File: config.mk
export PLATFORM = sky130hd
export DESIGN_NAME = nyq_par_loader
export DESIGN_NICKNAME = d
export VERILOG_FILES = /design/src/rtl/nyq_par_loader.sv
export SDC_FILE = /design/constraint.sdc
export NUM_CORES = 1
export LEC_CHECK = 0
export ABC_AREA = 0
export BUFFER_PORTS_ARGS = -buffer_cell sky130_fd_sc_hd__buf_2
export CORE_ASPECT_RATIO = 1.25
export CORE_MARGIN = 2
export CORE_UTILIZATION = 51
export DETAILED_ROUTE_END_ITERATION = 12
export GPL_TIMING_DRIVEN = 0
export PLACE_DENSITY = 0.83
export SLEW_MARGIN = 10
export SYNTH_ARGS = -nofsm -noshare
export SYNTH_HDL_FRONTEND = slang
export SYNTH_SLANG_ARGS = --single-unit
File: constraint.sdc
create_clock -name Clk_CI -period 2.3 [get_ports Clk_CI]
set_clock_uncertainty 0.15 [all_clocks]
set_input_delay 0.23 -clock Clk_CI [delete_from_list [all_inputs] [get_ports Clk_CI]]
set_output_delay 0.23 -clock Clk_CI [all_outputs]
set_load 0.01 [all_outputs]
File: src/rtl/nyq_par_loader.sv
// nyq_par_loader: byte-stream to NYQ parameter-port write initiator.
// Accepts bytes over a valid/ready handshake, packs them little-endian into
// MEM_WIDTH-bit words and writes them to addresses 0..NUM_WORDS-1.
// Optional feature macro: NYQ_PAR_CHECKSUM_EN adds a trailing 8-bit checksum
// byte (sum mod 256 of all data bytes); a mismatch raises the sticky Err_SO.
module nyq_par_loader #(
  parameter int ADDR_WIDTH = 5,
  parameter int MEM_WIDTH  = 32,
  parameter int NUM_WORDS  = 32
) (
  input  logic                  Clk_CI,
  input  logic                  Rst_RBI,
  input  logic                  Start_SI,
  input  logic                  ByteValid_SI,
  output logic                  ByteReady_SO,
  input  logic [7:0]            Byte_DI,
  output logic                  WrEn_SO,
  output logic [ADDR_WIDTH-1:0] Addr_DO,
  output logic [MEM_WIDTH-1:0]  PAR_Out_DO,
  output logic                  Busy_SO,
  output logic                  Done_SO,
  output logic                  Err_SO
);

  localparam int BPW   = MEM_WIDTH / 8;
  localparam int CNT_W = (BPW > 1) ? $clog2(BPW) : 1;
  localparam logic [CNT_W-1:0]      LAST_BYTE = CNT_W'(BPW - 1);
  localparam logic [ADDR_WIDTH-1:0] LAST_ADDR = ADDR_WIDTH'(NUM_WORDS - 1);

  typedef enum logic [2:0] {
    ST_IDLE    = 3'd0,
    ST_COLLECT = 3'd1,
    ST_WRITE   = 3'd2,
    ST_DONE    = 3'd3
`ifdef NYQ_PAR_CHECKSUM_EN
    , ST_CHECK = 3'd4
`endif
  } state_e;

  state_e                  state_q;
  logic [CNT_W-1:0]        cnt_q;
  logic [ADDR_WIDTH-1:0]   addr_q;
  logic [MEM_WIDTH-1:0]    word_q;
  logic [MEM_WIDTH-1:0]    word_d;
  logic                    ready_q;
  logic                    wr_en_q;
  logic [ADDR_WIDTH-1:0]   addr_out_q;
  logic [MEM_WIDTH-1:0]    par_q;
  logic                    busy_q;
  logic                    done_q;
  logic                    accept;

  assign accept = ByteValid_SI & ready_q;

  // Word being assembled with the incoming byte dropped into its lane.
  always_comb begin
    word_d = word_q;
    word_d[8*cnt_q +: 8] = Byte_DI;
  end

`ifdef NYQ_PAR_CHECKSUM_EN
  logic [7:0] csum_q;
  logic [7:0] csum_d;
  logic       err_q;

  // Running mod-256 sum including the byte currently offered.
  always_comb begin
    csum_d = csum_q + Byte_DI;
  end
`endif

  // Sequencer: state, byte/address counters and all registered outputs.
  always_ff @(posedge Clk_CI or negedge Rst_RBI) begin
    if (!Rst_RBI) begin
      state_q    <= ST_IDLE;
      cnt_q      <= '0;
      addr_q     <= '0;
      word_q     <= '0;
      ready_q    <= 1'b0;
      wr_en_q    <= 1'b0;
      addr_out_q <= '0;
      par_q      <= '0;
      busy_q     <= 1'b0;
      done_q     <= 1'b0;
`ifdef NYQ_PAR_CHECKSUM_EN
      csum_q     <= '0;
      err_q      <= 1'b0;
`endif
    end else begin
      wr_en_q <= 1'b0;
      done_q  <= 1'b0;
      case (state_q)
        ST_IDLE: begin
          if (Start_SI) begin
            state_q <= ST_COLLECT;
            ready_q <= 1'b1;
            busy_q  <= 1'b1;
            cnt_q   <= '0;
            addr_q  <= '0;
`ifdef NYQ_PAR_CHECKSUM_EN
            csum_q  <= '0;
            err_q   <= 1'b0;
`endif
          end
        end
        ST_COLLECT: begin
          if (accept) begin
            word_q <= word_d;
`ifdef NYQ_PAR_CHECKSUM_EN
            csum_q <= csum_d;
`endif
            if (cnt_q == LAST_BYTE) begin
              // Last byte of the word: present it on the write port next cycle.
              cnt_q      <= '0;
              ready_q    <= 1'b0;
              state_q    <= ST_WRITE;
              wr_en_q    <= 1'b1;
              addr_out_q <= addr_q;
              par_q      <= word_d;
            end else begin
              cnt_q <= cnt_q + CNT_W'(1);
            end
          end
        end
        ST_WRITE: begin
          if (addr_q == LAST_ADDR) begin
`ifdef NYQ_PAR_CHECKSUM_EN
            state_q <= ST_CHECK;
            ready_q <= 1'b1;
`else
            state_q <= ST_DONE;
            done_q  <= 1'b1;
`endif
          end else begin
            addr_q  <= addr_q + ADDR_WIDTH'(1);
            state_q <= ST_COLLECT;
            ready_q <= 1'b1;
          end
        end
`ifdef NYQ_PAR_CHECKSUM_EN
        ST_CHECK: begin
          if (accept) begin
            err_q   <= (Byte_DI != csum_q);
            ready_q <= 1'b0;
            done_q  <= 1'b1;
            state_q <= ST_DONE;
          end
        end
`endif
        ST_DONE: begin
          state_q <= ST_IDLE;
          busy_q  <= 1'b0;
        end
        default: begin
          state_q <= ST_IDLE;
          ready_q <= 1'b0;
          busy_q  <= 1'b0;
        end
      endcase
    end
  end

  assign ByteReady_SO = ready_q;
  assign WrEn_SO      = wr_en_q;
  assign Addr_DO      = addr_out_q;
  assign PAR_Out_DO   = par_q;
  assign Busy_SO      = busy_q;
  assign Done_SO      = done_q;
`ifdef NYQ_PAR_CHECKSUM_EN
  assign Err_SO       = err_q;
`else
  assign Err_SO       = 1'b0;
`endif

endmodule

# Word level (Yosys, flattened, before mapping)
# Index checks and enable logic that the tools add are counted.
# Widths: inputs -> output; s select.
dict set report op_classes {
  muxes 24
  n_bitwise 3
  shift 2
  eq_ne 9
  reduce_logical 11
  add_sub_neg 3
}
# cell n
set op_table {}
lappend op_table {{$neg 5->34} 1}
lappend op_table {{$shift 8x34->32 const A} 1}
lappend op_table {{$shiftx 8x34->32} 1}
lappend op_table {{$bwmux 32} 1}
lappend op_table {{$reduce_and 3->1} 4}
lappend op_table {{$mux 5} 2}
lappend op_table {{$pmux 5 s2} 1}
lappend op_table {{$mux 1} 9}
lappend op_table {{$mux 3} 3}
lappend op_table {{$pmux 3 s3} 1}
lappend op_table {{$mux 2} 4}
lappend op_table {{$ne 2x2->1 const B} 4}
lappend op_table {{$eq 3x2->1 const B} 2}
lappend op_table {{$add 5x1->5 const B} 1}
lappend op_table {{$eq 5x5->1 const B} 1}
lappend op_table {{$reduce_and 5->1} 1}
lappend op_table {{$pmux 1 s4} 1}
lappend op_table {{$pmux 2 s2} 1}
lappend op_table {{$reduce_and 2->1} 2}
lappend op_table {{$reduce_bool 2->1} 2}
lappend op_table {{$eq 3x1->1 const B} 1}
lappend op_table {{$logic_not 3->1} 1}
lappend op_table {{$add 2x1->2 const B} 1}
lappend op_table {{$eq 2x2->1 const B} 1}
lappend op_table {{4 further kinds} 5}
dict set report totals {
  inputBits 12
  reg_bits 83
  wordCells 62
  out_inout_bits 42
}

# Longest topological paths before layout
dict set report logic_depth {
  ltp_word 4
  depth_mapped 9
  depth_no_buf 8
}

# Worst setup path before layout
# OpenSTA, ideal clock, no wires.
dict set report synth_path {
  path_kind {reg-to-reg}
  from {register cnt_q[0]}
  to {register word_q[24]}
  t_required_ns 2.029
  setup_ns 0.121
  t_arrival_ns 1.978
  path_stages_with_launch 8
  slack_ns 0.051
  path_buffers 1
  synth_period_minus_slack_ns 2.249
  path_cell_list {dfrtp_1 -> inv_1 -> ha_1 -> and4bb_2 -> and2b_4 -> and2_1 -> buf_2 -> a22o_1}
}
dict set report synth_between {
  elab_chain_cells 3
  elab_cells_between_ends 4
  cone_classes {add/sub (1); shift (2); mux (1)}
}
# item line_no
set synth_lines {}
lappend synth_lines {{from (decl)} 41} ;# logic [CNT_W-1:0] cnt_q;
lappend synth_lines {{from (signal assigned)} 121} ;# cnt_q <= cnt_q + CNT_W'(1);
lappend synth_lines {{$neg 5->34 (*)} 58} ;# word_d[8*cnt_q +: 8] = Byte_DI;
lappend synth_lines {{$shiftx 8x34->32 / $shift 8x34->32 (equally long branches)} 58}
lappend synth_lines {{$bwmux 32 (*)} 58}
lappend synth_lines {{to (signal assigned)} 108} ;# word_q <= word_d;
lappend synth_lines {{to (decl)} 43} ;# logic [MEM_WIDTH-1:0] word_q;
# Mark *: on every way between the ends. The rest lies on a longest branch, timed or not.
# A chain may end at the register's enable or synchronous reset.

# Final worst setup path
dict set report layout_path {
  from {register state_q[1]}
  to {register par_q[12] (netlist: PAR_Out_DO[12])}
}
dict set report layout_between {
  elab_chain_cells 2
}
# item line_no
set layout_lines {}
lappend layout_lines {{from (decl)} 40} ;# state_e state_q;
lappend layout_lines {{from (signal assigned)} 75} ;# state_q <= ST_IDLE;
lappend layout_lines {{from (signal assigned)} 95} ;# state_q <= ST_COLLECT;
lappend layout_lines {{from (signal assigned)} 116} ;# state_q <= ST_WRITE;
lappend layout_lines {{$eq 3x1->1} 92} ;# case (state_q)
lappend layout_lines {{$reduce_and 3->1 (no line)} n/a}
lappend layout_lines {{to (signal assigned)} 119} ;# par_q <= word_d;
lappend layout_lines {{to (decl)} 48} ;# logic [MEM_WIDTH-1:0] par_q;
# No other way between the ends.

==> results.sh <==
export IMPL_rsz0062_at_grt="yes"
export IMPL_die_h_um=99.1
export IMPL_dr_total_vias=2994
export IMPL_drc=0
export IMPL_post_route_cell_area_um2=4360
export IMPL_numClockSinks=82
export IMPL_crit_top_cell="buf_2"
export IMPL_r2r_end="PAR_Out_DO[12]"
export IMPL_wirelength_mm=8.62
export IMPL_pwr_share_clk=0.194
export IMPL_hpwl_mm=5.75
export IMPL_synth_seq_area_share=0.556
export IMPL_ys_async_sr_fraction=1.00
export IMPL_path_class="reg2reg"
export IMPL_r2r_slack_ns=0.12
export IMPL_finalCriticalPeriod_ns=2.18
export IMPL_dr_pass1_iters=5
export IMPL_hold_path_class="in2reg"
export IMPL_met2_usage=0.363
export IMPL_synth_top_area_share=0.556
export IMPL_clk_latency_ns=0.36
export IMPL_portBuffers=44
export IMPL_grt_overflow=0
export IMPL_place_congestion=0.865
export IMPL_cp_top_family="buffers and inverters"
export IMPL_ios=54
export IMPL_wl_per_cell_um=17.2
export IMPL_start_util=0.529
export IMPL_rows=34
export IMPL_dr_first_iter_drc_count=308
export IMPL_reg2reg_from="state_q[1]"
export IMPL_die_x_um=80.1
export IMPL_crit_required_ns=2.38
export IMPL_drv_slew=0
export IMPL_area_delta_synth_final_pct=18.1
export IMPL_setup_violations=0
export IMPL_cts_tree="done"
export IMPL_syn_instance_count=344
export IMPL_slowest_stage="dfrtp_1"
export IMPL_gr_usage_met3=0.0363
export IMPL_ys_warn_count=0
export IMPL_syn_area_um2=3690
export IMPL_cts_buffers=9
export IMPL_synth_area_leaders="dfrtp_1 (56%), a221oi_1 (7.6%), nor2_1 (7.2%)"
export IMPL_power_density_nw_per_um2=1130
export IMPL_path_depth=8
export IMPL_ys_ff_latch=82
export IMPL_max_freq_mhz=458
export IMPL_status="complete, no violations"
export IMPL_die_area_um2=7940
export IMPL_clk_pin_slew_ns=0.08
export IMPL_drive_gt1_frac=0.259
export IMPL_first_global_vias=2865
export IMPL_synth_largest_area_cell="dfrtp_1"
export IMPL_avgSynthCellArea_um2=10.7
export IMPL_critPathLaunch="state_q[1]"
export IMPL_finalCritPeriodShare=0.949
export IMPL_p_leak_uw=0.00223
export IMPL_grt_pass1_wl_mm=14.0
export IMPL_tightest_slew_ns=0.560
export IMPL_place_ws_ns=-0.291
export IMPL_worstSetupEndpointType="register"
export IMPL_slew_headroom=0.626
export IMPL_busiest_layer="met2"
export IMPL_critPathLaunchType="register"
export IMPL_synthTopCellsByCount="dfrtp_1 (82), nor2_1 (71), a221oi_1 (32)"
export IMPL_via_per_inst=5.99
export IMPL_ir_drop_v=0.000569
export IMPL_switching_share=0.382
export IMPL_fin_ws_ns=0.117
export IMPL_coreArea_um2=6980
export IMPL_rr_worst_depth=8
export IMPL_placed_area_um2=4050
export IMPL_synthFlopType="dfrtp_1"
export IMPL_grt_usage=0.226
export IMPL_hold_violations=0
export IMPL_h_tree_depth=3
export IMPL_cpPeakStageDelay_ns=0.43
export IMPL_worstPathArrival_ns=2.27
export IMPL_p_sw_uw=1880
export IMPL_grt_max_degree=68
export IMPL_synth_most_common_cell="dfrtp_1"
export IMPL_diodes=0
export IMPL_drtAntennaViolNets=0
export IMPL_grt_use_met1=0.310
export IMPL_endpoint="PAR_Out_DO[12]"
export IMPL_cp_num_buf_inv=3
export IMPL_power_frac_seq=0.429
export IMPL_path_max_fanout=10
export IMPL_p_total_uw=4930
export IMPL_cp_cell_sequence="inv_1, ha_2, and3_2, nand2_1, buf_2, buf_2, a221oi_1, nor2_1"
export IMPL_combPwrFrac=0.377
export IMPL_synth_cell_types=40
export IMPL_clockRootBuffer="clkbuf_8"
export IMPL_internal_power_uw=3050
export IMPL_fin_nets=429
export IMPL_clockBufferDepth=2
export IMPL_synth_edff_count=0
export IMPL_antenna_found_initial=0
export IMPL_cap_violations=0
export IMPL_syn_num_nets=368
==> registers in the layout, summed over array words and instances, names as in the netlist <==
signal,flops
WrEn_SO,1
Done_SO,1
Busy_SO,1
PAR_Out_DO,32
state_q,2
cnt_q,2
Addr_DO,5
ByteReady_SO,1
word_q,32
addr_q,5
==> tightest hold or removal path, cell delays in order <==
cell and delay (ns):
buf_2 0.16, nand3_1 0.08, o221ai_1 0.07
==> cell type report <==
class / instances / area [µm²]
Fill cell: 582 / 2620
Buffer: 24 / 118
Clock buffer: 10 / 128
Clock inverter: 6 / 48.8
Multi-Input combinational cell: 227 / 1560
Tap cell: 90 / 113
Timing Repair Buffer: 50 / 290
Inverter: 11 / 41.3
Sequential cell: 82 / 2050
==> stage by stage <==
stage | TNS, ns | std cells | hold WS [ns] | utilization
after floorplan | 0 | 344 | -0.216 | -
after global placement | -2.76 | 478 | 0.309 | 0.577
after detailed placement | -5.07 | 479 | -0.0441 | 0.581
after CTS | 0 | 497 | 0.0693 | 0.613
after global routing | -0.0414 | 500 | 0.111 | 0.624
final | 0 | 500 | 0.0887 | 0.624
==> power by group through the flow <==
stage | combinational [µW] | clock [µW] | sequential (µW)
after floorplan | 976 | 0 | 2260
after global placement | 1630 | 0 | 2120
after detailed placement | 1690 | 0 | 2150
after CTS | 1760 | 967 | 2110
after global routing | 2050 | 1020 | 2170
final | 1860 | 959 | 2120
==> cells in the final DEF (no fill, tap or decap), drive strengths merged <==
master and count:
nand3b 1, nor2b 3, a32o 4, nor4 1
a221oi 32, clkinv 1, nand2b 3, nand4 2
and2b 1, dlygate4sd3 1, nor4b 1, a22o 34
a21oi 6, o21ai 6, nand3 4, and4bb 1
clkbuf 15, a2bb2oi 1, inv 13, mux2i 2
o22a 1, clkinvlp 3, conb 1, o221ai 2
and2 4, ha 12, o211ai 1, nand2 24
dfrtp 82, nor3b 1, nor3 4, a22oi 1
nor2 71, buf 68, and3 3
==> routing by layer <==
metal / routed length (µm) / vias to the layer above
li1: - / 1365
met1: 3600 / 1485
met2: 4310 / 118
met3: 461 / 26
met4: 257 / 0
met5: 0 / -
==> kinds of logic after synthesis <==
group,Yosys count,share of synthesized area
adder cells (fa/ha/maj),12,0.0407
multiplexers,2,0.00543
buffers and inverters,35,0.0420
flip-flops,82,0.556
AO/OA/AOI/OAI,88,0.200
other,1,0.00102
AND/OR/NAND/NOR,124,0.155
==> worst min path at each step <==
stage                     from              to  slack [ns]  cells past startpoint
floorplan              Rst_RBI      Addr_DO[0]       -0.22                      0
global placement    Addr_DO[2]      Addr_DO[2]        0.31                      2
detailed placement     Rst_RBI  PAR_Out_DO[31]       -0.04                      1
global route          Start_SI        cnt_q[0]        0.11                      3
CTS                   Start_SI        cnt_q[0]        0.07                      3
finish                Start_SI        cnt_q[0]        0.09                      3
==> what timing repair did <==
| action | CTS | global route |
|---|---|---|
| hold buffers | 1 | 0 |
| cloned | 0 | 0 |
| endpoints found under the hold margin | 82 | 0 |
| pin swaps | 1 | 1 |
| setup buffers | 1 | 3 |
| gates resized for setup | 8 | 13 |
| setup endpoints to repair | 52 | 56 |
Note: power is estimated with default switching activity, not from simulation.
